`config.mk`:
```
export PLATFORM = sky130hd
export DESIGN_NAME = hazard_controller
export DESIGN_NICKNAME = d
export VERILOG_FILES = /design/src/rtl/rv32i_types.sv /design/src/rtl/sat_counter.sv /design/src/rtl/hazard_controller.sv
export SDC_FILE = /design/constraint.sdc
export NUM_CORES = 1
export LEC_CHECK = 0
export CAP_MARGIN = 20
export CORE_AREA = 3 3 123 78
export DETAILED_ROUTE_END_ITERATION = 7
export DIE_AREA = 0 0 126 81
export DONT_BUFFER_PORTS = 1
export PLACE_DENSITY_LB_ADDON = 0.1
export SKIP_LAST_GASP = 1
export SYNTH_ARGS = -nofsm -noshare
export SYNTH_HDL_FRONTEND = slang
export SYNTH_SLANG_ARGS = --single-unit
export TNS_END_PERCENT = 30
```
`constraint.sdc`:
```
create_clock -name clk -period 3.74 [get_ports clk]
set_input_delay 0.374 -clock clk [delete_from_list [all_inputs] [get_ports clk]]
set_output_delay 0.374 -clock clk [all_outputs]
set_load 0.1 [all_outputs]
```
`src/rtl/rv32i_types.sv`:
```
// Shared pipeline types. The stall-cause enum labels why the pipe did not
// advance normally this cycle. It is used for debug/trace.
package rv32i_types;

    typedef enum logic [1:0] {
        STALL_NONE    = 2'd0,
        STALL_MEM     = 2'd1,
        STALL_LOADUSE = 2'd2,
        STALL_FLUSH   = 2'd3
    } stall_cause_t;

endpackage

```
`src/rtl/sat_counter.sv`:
```
// Saturating up-counter with a synchronous clear. Reset has priority over
// clear, and clear has priority over increment.
module sat_counter #(
    parameter int CNT_W = 32
) (
    input  logic             clk,
    input  logic             rst,
    input  logic             clr,
    input  logic             inc,
    output logic [CNT_W-1:0] count
);

    logic [CNT_W-1:0] count_reg;

    // Count up on inc and stop at all-ones instead of wrapping.
    always_ff @(posedge clk) begin
        if (rst) begin
            count_reg <= '0;
        end else if (clr) begin
            count_reg <= '0;
        end else if (inc && (count_reg != '1)) begin
            count_reg <= count_reg + 1'b1;
        end
    end

    assign count = count_reg;

endmodule

```
`src/rtl/hazard_controller.sv`:
```
// Stall/flush sequencer for the 5-stage pipeline. It merges these events:
// - memory-miss freezes
// - EX redirects
// - load-use bubbles
// From them it produces the stage enables and squash controls.
// When one cache answers while the other is still busy, that response is
// latched into a holding register. Nothing is lost across the freeze.
module hazard_controller
    import rv32i_types::*;
#(
    parameter int CNT_W = 32
) (
    input  logic             clk,
    input  logic             rst,
    input  logic             stall_lw,
    input  logic             br_taken,
    input  logic             icache_read,
    input  logic             icache_resp,
    input  logic             dcache_read,
    input  logic             dcache_write,
    input  logic             dcache_resp,
    input  logic             cnt_clear,
    output logic             load_pc,
    output logic             load_ifid,
    output logic             load_idex,
    output logic             load_exmem,
    output logic             load_memwb,
    output logic             flush_ifid,
    output logic             bubble_idex,
    output logic             ibuf_load,
    output logic             ibuf_sel,
    output logic             dbuf_load,
    output logic             dbuf_sel,
    output logic             icache_mask,
    output logic             dcache_mask,
    output logic [CNT_W-1:0] stall_cycles,
    output logic [CNT_W-1:0] bubble_count,
    output logic [CNT_W-1:0] flush_count
);

    logic         i_done_reg, i_done_next;
    logic         d_done_reg, d_done_next;
    logic         i_ok, d_ok, advance;
    stall_cause_t cause;
    logic         cnt_inc   [3];
    logic [CNT_W-1:0] cnt_val [3];

    // Completion flags; a set flag means the response is parked in a holding register.
    always_ff @(posedge clk) begin
        if (rst) begin
            i_done_reg <= 1'b0;
            d_done_reg <= 1'b0;
        end else begin
            i_done_reg <= i_done_next;
            d_done_reg <= d_done_next;
        end
    end

    // Classify the cycle, then derive enables, squash, capture and flag updates.
    always_comb begin
        i_ok    = ~icache_read | icache_resp | i_done_reg;
        d_ok    = ~(dcache_read | dcache_write) | dcache_resp | d_done_reg;
        advance = i_ok & d_ok;

        cause = STALL_NONE;
        if (!advance) begin
            cause = STALL_MEM;
        end else if (br_taken) begin
            cause = STALL_FLUSH;
        end else if (stall_lw) begin
            cause = STALL_LOADUSE;
        end

        load_pc     = 1'b0;
        load_ifid   = 1'b0;
        load_idex   = 1'b0;
        load_exmem  = 1'b0;
        load_memwb  = 1'b0;
        flush_ifid  = 1'b0;
        bubble_idex = 1'b0;
        ibuf_load   = 1'b0;
        ibuf_sel    = 1'b0;
        dbuf_load   = 1'b0;
        dbuf_sel    = 1'b0;
        icache_mask = 1'b0;
        dcache_mask = 1'b0;

        if (!rst) begin
            // A response is only parked when the pipe cannot consume it now.
            // A duplicate response while the flag is set is ignored.
            ibuf_load   = icache_resp & ~i_done_reg & ~advance;
            dbuf_load   = dcache_resp & ~d_done_reg & ~advance;
            ibuf_sel    = i_done_reg;
            icache_mask = i_done_reg;
            dbuf_sel    = d_done_reg;
            dcache_mask = d_done_reg;

            case (cause)
                STALL_MEM: begin
                    // Whole pipe frozen; EX/ID re-present their events later.
                end
                STALL_FLUSH: begin
                    {load_pc, load_ifid, load_idex, load_exmem, load_memwb} = 5'b11111;
                    flush_ifid  = 1'b1;
                    bubble_idex = 1'b1;
                end
                STALL_LOADUSE: begin
                    {load_pc, load_ifid, load_idex, load_exmem, load_memwb} = 5'b00111;
                    bubble_idex = 1'b1;
                end
                default: begin
                    {load_pc, load_ifid, load_idex, load_exmem, load_memwb} = 5'b11111;
                end
            endcase
        end

        // An advance consumes any parked data. When the front end is held
        // for a load-use bubble, a parked instruction is dropped and refetched.
        i_done_next = i_done_reg;
        d_done_next = d_done_reg;
        if (advance) begin
            i_done_next = 1'b0;
            d_done_next = 1'b0;
        end else begin
            if (ibuf_load) i_done_next = 1'b1;
            if (dbuf_load) d_done_next = 1'b1;
        end

        cnt_inc[0] = (cause == STALL_MEM);
        cnt_inc[1] = (cause == STALL_LOADUSE);
        cnt_inc[2] = (cause == STALL_FLUSH);
    end

    // Counter 0 counts memory stall cycles.
    // Counter 1 counts load-use bubbles.
    // Counter 2 counts redirect flushes.
    generate
        for (genvar gi = 0; gi < 3; gi++) begin : g_cnt
            sat_counter #(.CNT_W(CNT_W)) u_cnt (
                .clk   (clk),
                .rst   (rst),
                .clr   (cnt_clear),
                .inc   (cnt_inc[gi]),
                .count (cnt_val[gi])
            );
        end
    endgenerate

    assign stall_cycles = cnt_val[0];
    assign bubble_count = cnt_val[1];
    assign flush_count  = cnt_val[2];

endmodule

```
==> results.md, run 1 <==
* CP top delay family: simple AND/OR/NAND/NOR gates
* Starting Density at 59.8%
* Power density cells at 348 nW/um2
* Critical Path Sink Type: flip-flop
* GP Congestion at around 0.85
* Worst-path fanout max at 8
* Ys flop type: dfxtp_1
* WP data required at 4.03 ns
* WL final at roughly 14000 um
* Die Ht at between 80 and 90 um
* Overall Global Routing Usage at a little over a quarter
* Global route overflow at 0
* Estimated wirelength of the detail-placed design at between 10000 and 15000 um
* Final nets at ~710
* Die area at about 10000 um2
* Rows at 26
* Hold slack final at between 0.15 and 0.2 ns
* H-Tree Depth at 3
* Post-synth EDFFs at 0
* VDD IR max at 0.000313 V
* Fin Clk Skew at about 0.0042 ns
* Non-Filler Instances at around 810
* Leakage at approximately 2.2 nW
* Inserted Clock Buffers at 9
* Fmax at approximately 330 MHz
* Routed WL per cell at 17.5 um
* Critical Path AT at 3.28 ns
* RSZ-0062 raised after global routing: no
* # IOs at 119
* Worst Tran Pin Value at ~1.2 ns
* Final worst slack at 0.747 ns
* Dpl ws at 0.766 ns
* CP max stage cell: nor3_1
* # fillers at between 600 and 700
* Ys Warns at 0
* Rel. slew slack at between 20% and 30%
* Share of cells above drive strength 1 at around a fifth
* Final Hold Viols at 0
* # setup viols final at 0
* First-pass GRT wire length at between 20000 and 25000 um
* CTS resizes at 0
* WS Path Type: reg2reg
* Port bufs at 0
* Synthesized area at between 5000 and 6000 um2
* Number of synthesized register bits at 98
* Number of global-route vias before repair at 4770
* Count of cell types in the netlist at slightly below 50
* Reg clk slew, reported paths at about 0.060 ns
* Antenna violations before repair at 0
* Finished Core Util at 73.2%
* Initial DRC Count at 464
* Critical Path Start Type: flip-flop
* Pin count of the biggest net entering global routing at 45
* Worst hold path class: in2reg
* Max FFs per register at 96
* Worst skew pair latency at around 0.34 ns
* Die Wd at roughly 130 um
* Register area at about 2000 um2
* Syn_nets at between 600 and 700
* Status: complete, no violations
* Final worst-path cycle share at between 80% and 90%
* Min Clock Period, post-route at approximately 3 ns
* DRC violation count after routing at 0
* Mean Syn Cell Area at between 8 and 9 um2
* Worst-path cell chain: nor2_1 -> o21ai_0 -> nand2_1 -> nor2_1 -> ha_1 -> nand4_2 -> nor3_1 -> o21ai_1 -> or4_1 -> nand2_1
* CTS max path bufs at 2
* Vias per cell at ~6.4
* CP bufs+invs at 0
* Post-DRT Antenna Nets at 0
* Multi-input gate area at about 2900 um2
* Max-Cap Viols at 0
* Routed vias at ~5200
* Clk sink count at 98
* CP max stage delay at ~0.56 ns
* DR pass1 iterations at 5
* Post CTS Setup Buffer Count at 0
* Synth async-reset ratio at 0%
* Area grow syn2layout at 22.2%
* Clock root cell: clkbuf_16
* CTS tree: built
* Post-Place Cells at between 700 and 800
* ANT cells at 0
* Total negative slack at 0 ns
* Slew Limit Fails at 0
* Mapped Cells at around 600
* Register area share after synthesis at ~39%
* Cts hold-fix bufs at 0
* Area of the core at 8460 um2
==> per-stage QoR <==
step | total power (W) | instance area, um2
after floorplan | 0.00123 | 5060
final | 0.00215 | 6190
after global routing | 0.00223 | 6190
after global placement | 0.00126 | 5890
after CTS | 0.00216 | 6180
after detailed placement | 0.00127 | 5890
==> cells in the mapped netlist, types with 3 or more instances <==
cell type	n	share of area, %
or3_1	46	5.7
buf_4	5	0.74
o2111ai_1	4	0.69
buf_2	5	0.49
xnor2_1	3	0.52
or4_1	25	3.7
a31o_2	3	0.52
clkbuf_1	15	1.1
a21oi_1	54	5.3
nor3b_1	3	0.44
o31ai_1	21	3.1
dfxtp_1	98	39
nand4_2	3	0.74
buf_1	4	0.30
nand2_1	45	3.3
nand4_1	31	3.8
ha_1	6	1.5
and3_1	10	1.2
nor3_1	5	0.49
xor2_1	19	3.3
o211ai_1	10	1.5
nor4_1	6	0.74
mux2i_1	7	1.4
nor2_1	55	4.1
nand3_1	42	4.2
inv_1	14	1.0
nor2b_1	5	0.62
o21ai_0	35	3.5
and4_1	6	1.0
==> cell usage in the layout (no fill, tap or decap), types with 7 or more instances in the layout <==
master | Yosys | final
inv_1 | 14 | 14
nand3_1 | 42 | 42
buf_4 | 5 | 96
o21ai_0 | 35 | 35
or4_1 | 25 | 25
nor2_1 | 55 | 52
xor2_1 | 19 | 19
a21oi_1 | 54 | 54
mux2i_1 | 7 | 7
dfxtp_1 | 98 | 98
clkbuf_16 | 0 | 11
and3_1 | 10 | 10
nand2_1 | 45 | 45
nand4_1 | 31 | 31
or3_1 | 46 | 46
o31ai_1 | 21 | 21
o211ai_1 | 10 | 10
==> per-layer routing <==
metal / GRT usage [%] / vias up / part of all wire [%]
met2: 45.3 / 226 / 47
met5: 0 / - / 0
met4: 7.39 / 0 / 1.4
met1: 35.4 / 2491 / 44
met3: 7.75 / 18 / 8.4
li1: - / 2480 / -
==> worst paths after layout <==
check | startpoint | end | slack [ns] | cells past startpoint
min | dcache_resp | d_done_reg | 0.19 | 2
max reg2reg | d_done_reg | g_cnt[2].u_cnt.count[20] | 0.75 | 10
max | d_done_reg | g_cnt[2].u_cnt.count[20] | 0.75 | 10
min reg2reg | g_cnt[0].u_cnt.count[11] | g_cnt[0].u_cnt.count[11] | 0.52 | 2
==> worst register-to-register path, delay by kind of cell, from the launching register on <==
family                   cells  cell delay (ns)
AO/OA/AOI/OAI                2             0.39
adder cells (fa/ha/maj)      1             0.41
flip-flops                   1             0.36
AND/OR/NAND/NOR              7             1.78
==> kinds of logic after synthesis <==
family	share of synthesized area, %
AOI/OAI and AO/OA	17.8
xor gates and xnor gates	3.81
adders and majority gates	1.48
buffers and inverters	4.00
DFF	38.8
muxes	1.38
and+or+nand+nor	32.7
==> cell type report <==
cell class | instances | area share, %
multi-input combinational | 473 | 47.6
sequential | 98 | 31.7
clock inverter | 3 | 0.647
tap | 112 | 2.26
clock buffer | 12 | 3.98
inverter | 14 | 0.849
timing repair buffer | 100 | 13.0
==> power breakdown <==
group,leakage [nW],internal (W),switching (W)
sequential,0.790,0.00105,0.00000239
combinational,1.25,0.0000393,0.000157
clock,0.142,0.000531,0.000374
total,2.18,0.00162,0.000534
Note: power is estimated with default switching activity, not from simulation.
==> inputs of run 2 (changes only) <==
- ABC_AREA: not set -> 1
- CORE_AREA: 3 3 123 78 -> 3 3 134 84
- DIE_AREA: 0 0 126 81 -> 0 0 137 87
- clock period: 3.74 -> 2.97 ns (I/O delays scaled with it)
==> run 2 against run 1 <==
Sequential power grew 26%; fmax is 13% higher; non-clock buffer count rose by 9; count of clock-buffer cells in the layout unchanged; sequential share of layout area shrank 4.4 points; setup slack lost 0.43 ns; die area increased by 17%; register-to-register slack worse by 0.43 ns; design area up 16%; first-iteration DRC count is 78% higher; critical path depth increased by 5; final cell count rose by 48%; critical path type unchanged.
==> results.md, run 2 <==
* Fmax at 377 MHz (was 334 MHz)
* First-pass GRT wire length at 30400 um (was 23100 um)
* Vias per cell at 5.70 (was 6.42)
* Initial DRC Count at 824 (was 464)
* Synth async-reset ratio at 0% (unchanged)
* Clock root cell: clkbuf_16 (unchanged)
* GP Congestion at 0.968 (was 0.846)
* WS Path Type: reg2reg (unchanged)
* Post CTS Setup Buffer Count at 0 (unchanged)
* Dpl ws at 0.415 ns (was 0.766 ns)
* Grt met2 use at 47.7% (was 45.3%)
* Final Hold Viols at 0 (unchanged)
* CP max stage delay at 0.37 ns (was 0.56 ns)
* RSZ-0062 raised after global routing: no (unchanged)
* Antenna violations before repair at 0 (unchanged)
* Reg clk slew, reported paths at 0.07 ns (was 0.06 ns)
* Share of cells above drive strength 1 at 17.0% (was 20.0%)
* Worst-path cell chain: inv_1 -> o211ai_1 -> nand2_1 -> inv_1 -> o21ai_0 -> inv_1 -> ha_1 -> inv_1 -> nor2_1 -> and2_1 -> nand2_1 -> nor2_1 -> nand3_1 -> nand2_1 -> nor2_1 (was nor2_1 -> o21ai_0 -> nand2_1 -> nor2_1 -> ha_1 -> nand4_2 -> nor3_1 -> o21ai_1 -> or4_1 -> nand2_1)
* Clk sink count at 98 (unchanged)
* Final worst slack at 0.316 ns (was 0.747 ns)
* Die area at 11900 um2 (was 10200 um2)
* Pin count of the biggest net entering global routing at 83 (was 45)
* Register area share after synthesis at 32.6% (was 38.8%)
* Hold path start: dcache_resp (unchanged)
* Reg2reg start: d_done_reg (unchanged)
* Leakage at 2.77 nW (was 2.18 nW)
* Die Ht at 87 um (was 81 um)
* CTS resizes at 0 (unchanged)
* Crit path launch: d_done_reg (unchanged)
* Worst skew pair latency at 0.35 ns (was 0.34 ns)
* Post-DRT Antenna Nets at 0 (unchanged)
* Fin Clk Skew at 0.00617 ns (was 0.00424 ns)
* Worst-path fanout max at 6 (was 8)
* CTS tree: built (unchanged)
* Synth area leaders: dfxtp_1 33%, nand2_1 16%, nor2_1 13% (was dfxtp_1 39%, or3_1 5.7%, a21oi_1 5.3%)
* Power density cells at 382 nW/um2 (was 348 nW/um2)
* Area of the core at 9950 um2 (was 8460 um2)
* Post-synth EDFFs at 0 (unchanged)
* Ys flop type: dfxtp_1 (unchanged)
* Most numerous cell in the Yosys netlist: nand2_1 (was dfxtp_1)
* Synth top cells by count: 262 x nand2_1, 213 x nor2_1, 98 x dfxtp_1 (was 98 x dfxtp_1, 55 x nor2_1, 54 x a21oi_1)
* H-Tree Depth at 3 (unchanged)
* Rel. slew slack at 33.0% (was 20.5%)
* GR Util met1 at 44.7% (was 35.4%)
* Ys Warns at 0 (unchanged)
* Rows at 28 (was 26)
* Routed WL per cell at 15.6 um (was 17.5 um)
* Post-Place Cells at 1186 (was 796)
* Top cell type's share of synthesized area at 32.6% (was 38.8%)
* Status: complete, no violations (unchanged)
* Count of cell types in the netlist at 35 (was 49)
* Final nets at 1078 (was 712)
* CP max stage cell: dfxtp_1 (was nor3_1)
* Mean Syn Cell Area at 6.19 um2 (was 8.22 um2)
* Most frequent CP cell: inv_1
* VDD IR max at 0.000426 V (was 0.000313 V)
* Number of synthesized register bits at 98 (unchanged)
* # setup viols final at 0 (unchanged)
* Overall Global Routing Usage at 31.7% (was 27.3%)
* Inserted Clock Buffers at 9 (unchanged)
* Estimated wirelength of the detail-placed design at 14100 um (was 10200 um)
* WP data required at 3.21 ns (was 4.03 ns)
* Cts hold-fix bufs at 0 (unchanged)
* Starting Density at 60.5% (was 59.8%)
* Slew Limit Fails at 0 (unchanged)
* Non-Filler Instances at 1202 (was 812)
* # IOs at 119 (unchanged)
* Number of global-route vias before repair at 6153 (was 4770)
* Worst hold path class: in2reg (unchanged)
* Routed vias at 6856 (was 5215)
* Mapped Cells at 973 (was 616)
* Total negative slack at 0 ns (unchanged)
* DRC violation count after routing at 0 (unchanged)
* Die Wd at 137 um (was 126 um)
* Finished Core Util at 72.2% (was 73.2%)
* Critical Path Sink Type: flip-flop (unchanged)
* Critical Path AT at 2.90 ns (was 3.28 ns)
* Min Clock Period, post-route at 2.65 ns (was 2.99 ns)
* Commonest non-fill, non-tap cells in the layout: 262 x nand2_1, 207 x nor2_1, 106 x buf_4 (was 98 x dfxtp_1, 96 x buf_4, 54 x a21oi_1)
* CTS max path bufs at 2 (unchanged)
* M3 GR Usage at 9.18% (was 7.75%)
* Max-Cap Viols at 0 (unchanged)
* Leading area contributor after synthesis: dfxtp_1 (unchanged)
* Final worst-path cycle share at 89.4% (was 80.0%)
* WL final at 18800 um (was 14200 um)
* Area grow syn2layout at 19.3% (was 22.2%)
* Max FFs per register at 96 (unchanged)
* Top Usage Layer GRT: met2 (unchanged)
* Syn_nets at 989 (was 632)
* Critical Path Start Type: flip-flop (unchanged)
* # fillers at 852 (was 639)
* Port bufs at 0 (unchanged)
* ANT cells at 0 (unchanged)
* DR pass1 iterations at 6 (was 5)
* Worst Tran Pin Value at 1.00 ns (was 1.19 ns)
* Commonest non-fill, non-tap cell in the layout: nand2_1 (was dfxtp_1)
* Synthesized area at 6020 um2 (was 5060 um2)
* Global route overflow at 0 (unchanged)
==> run 2: cell families after synthesis <==
family | count (synthesis) | share of synthesized area, %
AOI/OAI and AO/OA | 95 | 8.38
xor gates and xnor gates | 8 | 1.16
adders and majority gates | 6 | 1.25
buffers and inverters | 118 | 8.88
DFF | 98 | 32.6
and+or+nand+nor | 648 | 47.7
==> run 2: through the flow <==
| step | hold WS [ns] | power, W | area, um2 |
|---|---|---|---|
| floorplan | 0.430 | 0.00157 | 6020 |
| finish | 0.0844 | 0.00274 | 7180 |
| detailed placement | 0.440 | 0.00163 | 6900 |
| global route | 0.0734 | 0.00282 | 7180 |
| CTS | 0.0801 | 0.00274 | 7180 |
| global placement | 0.437 | 0.00163 | 6900 |
==> run 2: routing by layer <==
metal / vias to the layer above / routed length (um)
li1: 3285 / -
met1: 3107 / 8320
met2: 428 / 7700
met3: 36 / 2440
met4: 0 / 333
met5: - / 0
==> run 2: worst paths after layout <==
check | cells after the start | endpoint | slack (ns)
setup / recovery | 15 | g_cnt[2].u_cnt.count[23] | 0.32
hold reg to reg | 2 | g_cnt[1].u_cnt.count[1] | 0.51
hold / removal | 2 | d_done_reg | 0.08
setup reg to reg | 15 | g_cnt[2].u_cnt.count[23] | 0.32
==> run 2: worst max-delay path, delay by kind of cell, from the launching register on <==
family	cells	cell delay [ns]
buffers and inverters	4	0.43
flip-flops	1	0.37
adder cells (fa/ha/maj)	1	0.21
AND/OR/NAND/NOR	8	1.30
AO/OA/AOI/OAI	2	0.23
==> run 2: layout make-up <==
class | count | area [um2] | share of cell area (%)
multi-input cells | 757 | 3580 | 49.8
flip-flops and latches | 98 | 1960 | 27.3
repair buffers | 109 | 866 | 12.1
clock buffers | 12 | 256 | 3.57
clock inverters | 4 | 26.3 | 0.366
inverters | 87 | 327 | 4.55
well taps | 135 | 169 | 2.35
==> run 2: report_power, final <==
group / leakage, nW / internal [W] / switching, W / total (W)
Sequential: 0.790 / 0.00132 / 0.00000485 / 0.00132
Combinational: 1.84 / 0.0000589 / 0.000222 / 0.000281
Clock: 0.139 / 0.000614 / 0.000525 / 0.00114
==> inputs of run 3 (changes only) <==
- ABC_AREA: 1 -> 0
- CORE_AREA: 3 3 134 84 -> 3 3 123 78
- DIE_AREA: 0 0 137 87 -> 0 0 126 81
==> run 3 against run 2 <==
Global-route usage shrank 3.5 points; clock power barely moved; non-clock buffer count is 3 higher; sequential share of layout area grew 4.0 points; critical path depth fell by 5; largest cell class unchanged; utilization grew 1.9 points; routed wire length is 23% lower.
==> results.md, run 3 (same netlist as run 1, synthesis figures left out) <==
* Status: complete, no violations (unchanged)
* Dpl ws at 0.277 ns (was 0.415 ns)
* WP data required at 3.26 ns (was 3.21 ns)
* Worst reg-to-reg path cell count at 10 (was 15)
* RSZ-0062 raised after global routing: no (unchanged)
* Clk sink count at 98 (unchanged)
* Reg clk slew, reported paths at 0.06 ns (was 0.07 ns)
* Worst-path fanout max at 7 (was 6)
* First-pass GRT wire length at 23700 um (was 30400 um)
* Critical Path Start Type: flip-flop (unchanged)
* Worst hold path class: in2reg (unchanged)
* Share of cells above drive strength 1 at 21.2% (was 17.0%)
* Worst-path cell chain: nor2_1 -> o21ai_0 -> nand2_1 -> nor2_1 -> ha_1 -> nand4_1 -> nor4_4 -> o21ai_1 -> or4_1 -> nand2_1 (was inv_1 -> o211ai_1 -> nand2_1 -> inv_1 -> o21ai_0 -> inv_1 -> ha_1 -> inv_1 -> nor2_1 -> and2_1 -> nand2_1 -> nor2_1 -> nand3_1 -> nand2_1 -> nor2_1)
* Fin Clk Skew at 0.00640 ns (was 0.00617 ns)
* # fillers at 655 (was 852)
* H-Tree Depth at 3 (unchanged)
* WS Path Type: reg2reg (unchanged)
* Max-Cap Viols at 0 (unchanged)
* Worst Tran Pin Value at 0.908 ns (was 1.00 ns)
* DRC violation count after routing at 0 (unchanged)
* Worst skew pair latency at 0.35 ns (about the same)
* CTS resizes at 0 (unchanged)
* Slew Limit Fails at 0 (unchanged)
* Inserted Clock Buffers at 9 (unchanged)
* Final worst slack at 0.251 ns (was 0.316 ns)
* Critical Path AT at 3.01 ns (was 2.90 ns)
* Die area at 10200 um2 (was 11900 um2)
* Seq pwr share at 48.8% (was 48.2%)
* Vias per cell at 6.28 (was 5.70)
* Critical Path Sink Type: flip-flop (unchanged)
* Die Wd at 126 um (was 137 um)
* Area grow syn2layout at 23.8% (was 19.3%)
* Final nets at 724 (was 1078)
* DR pass1 iterations at 4 (was 6)
* CP bufs+invs at 0 (was 4)
* Clock root cell: clkbuf_16 (unchanged)
* Clock network power share at 41.8% (was 41.5%)
* Post-DRT Antenna Nets at 0 (unchanged)
* Pin count of the biggest net entering global routing at 49 (was 83)
* ANT cells at 0 (unchanged)
* GP Congestion at 0.868 (was 0.968)
* Final worst-path cycle share at 91.5% (was 89.4%)
* Global route overflow at 0 (unchanged)
* Min Clock Period, post-route at 2.72 ns (was 2.65 ns)
* Area of the core at 8460 um2 (was 9950 um2)
* Initial DRC Count at 356 (was 824)
* VDD IR max at 0.000328 V (was 0.000426 V)
* WL final at 14400 um (was 18800 um)
* Rel. slew slack at 39.4% (was 33.0%)
* Crit path depth at 10 (was 15)
* Fmax at 368 MHz (was 377 MHz)
* CP max stage cell: nor4_4 (was dfxtp_1)
* CTS tree: built (unchanged)
* Estimated wirelength of the detail-placed design at 10500 um (was 14100 um)
* # IOs at 119 (unchanged)
* Overall Global Routing Usage at 28.2% (was 31.7%)
* Power density cells at 432 nW/um2 (was 382 nW/um2)
* Post CTS Setup Buffer Count at 0 (unchanged)
* CP max stage delay at 0.53 ns (was 0.37 ns)
* Leakage at 2.24 nW (was 2.77 nW)
* Die Ht at 81 um (was 87 um)
* Routed vias at 5181 (was 6856)
* Commonest non-fill, non-tap cells in the layout: 109 x buf_4, 98 x dfxtp_1, 54 x a21oi_1 (was 262 x nand2_1, 207 x nor2_1, 106 x buf_4)
* CP top delay family: simple AND/OR/NAND/NOR gates (unchanged)
* Final Hold Viols at 0 (unchanged)
* Logic pwr share at 9.4% (was 10.3%)
* Worst Hold Path Cells at 2 (unchanged)
* Int Pwr at 0.00203 W (was 0.00199 W)
* Net Sw Frac at 25.2% (was 27.4%)
* Starting Density at 59.8% (was 60.5%)
* Routed WL per cell at 17.5 um (was 15.6 um)
* Commonest non-fill, non-tap cell in the layout: buf_4 (was nand2_1)
* Rows at 26 (was 28)
* # setup viols final at 0 (unchanged)
* NetSw at 0.000681 W (was 0.000752 W)
* Tot Pwr at 0.00271 W (was 0.00274 W)
* CTS max path bufs at 2 (unchanged)
* Max FFs per register at 96 (unchanged)
* Port bufs at 0 (unchanged)
* Number of global-route vias before repair at 4856 (was 6153)
* Antenna violations before repair at 0 (unchanged)
* Cts hold-fix bufs at 0 (unchanged)
==> run 3: final cells by class <==
class	count	area, um2	share of cell area (%)
Timing Repair Buffer	112	888	14.2
Clock buffer	13	240	3.83
Sequential cell	98	1960	31.3
Clock inverter	3	40.0	0.639
Inverter	14	52.6	0.838
Tap cell	112	140	2.24
Multi-Input combinational cell	473	2940	47.0
==> run 3: worst register-to-register path: cells and delay by family (launching register included) <==
kind / cells / cell delay [ns]
AOI/OAI and AO/OA: 2 / 0.29
adders and majority gates: 1 / 0.29
and+or+nand+nor: 7 / 1.72
DFF: 1 / 0.37
==> run 3: power by group through the flow <==
stage | Sequential [W] | Combinational, W | Clock (W)
final | 0.00132 | 0.000255 | 0.00113
after global routing | 0.00132 | 0.000268 | 0.00121
after CTS | 0.00132 | 0.000255 | 0.00114
after detailed placement | 0.00135 | 0.000254 | 0
after global placement | 0.00135 | 0.000250 | 0
after floorplan | 0.00137 | 0.000181 | 0
==> run 3: path summary, 6_finish.rpt <==
kind,from,end,slack [ns]
max reg2reg,d_done_reg,g_cnt[1].u_cnt.count[20],0.25
max,d_done_reg,g_cnt[1].u_cnt.count[20],0.25
min reg2reg,g_cnt[0].u_cnt.count[29],g_cnt[0].u_cnt.count[29],0.51
min,icache_resp,i_done_reg,0.10
==> run 3: per-stage QoR <==
stage	setup TNS, ns	area [um2]	util, %	std cells	hold WS [ns]
CTS	0	6270	74.1	825	0.0958
detailed placement	0	5990	70.8	809	0.451
global route	0	6270	74.1	825	0.113
global placement	0	5990	70.8	809	0.442
floorplan	-0.858	5060	-	616	0.434
finish	0	6270	74.1	825	0.101
==> run 3: layer usage <==
| layer | track usage (%) | vias to the layer above | share of wire, % | routed length, um |
|---|---|---|---|---|
| li1 | - | 2501 | - | - |
| met1 | 35.9 | 2471 | 45 | 6430 |
| met2 | 46.9 | 194 | 46 | 6610 |
| met3 | 8.94 | 15 | 8.7 | 1250 |
| met4 | 7.49 | 0 | 1.1 | 154 |
| met5 | 0 | - | 0 | 0 |
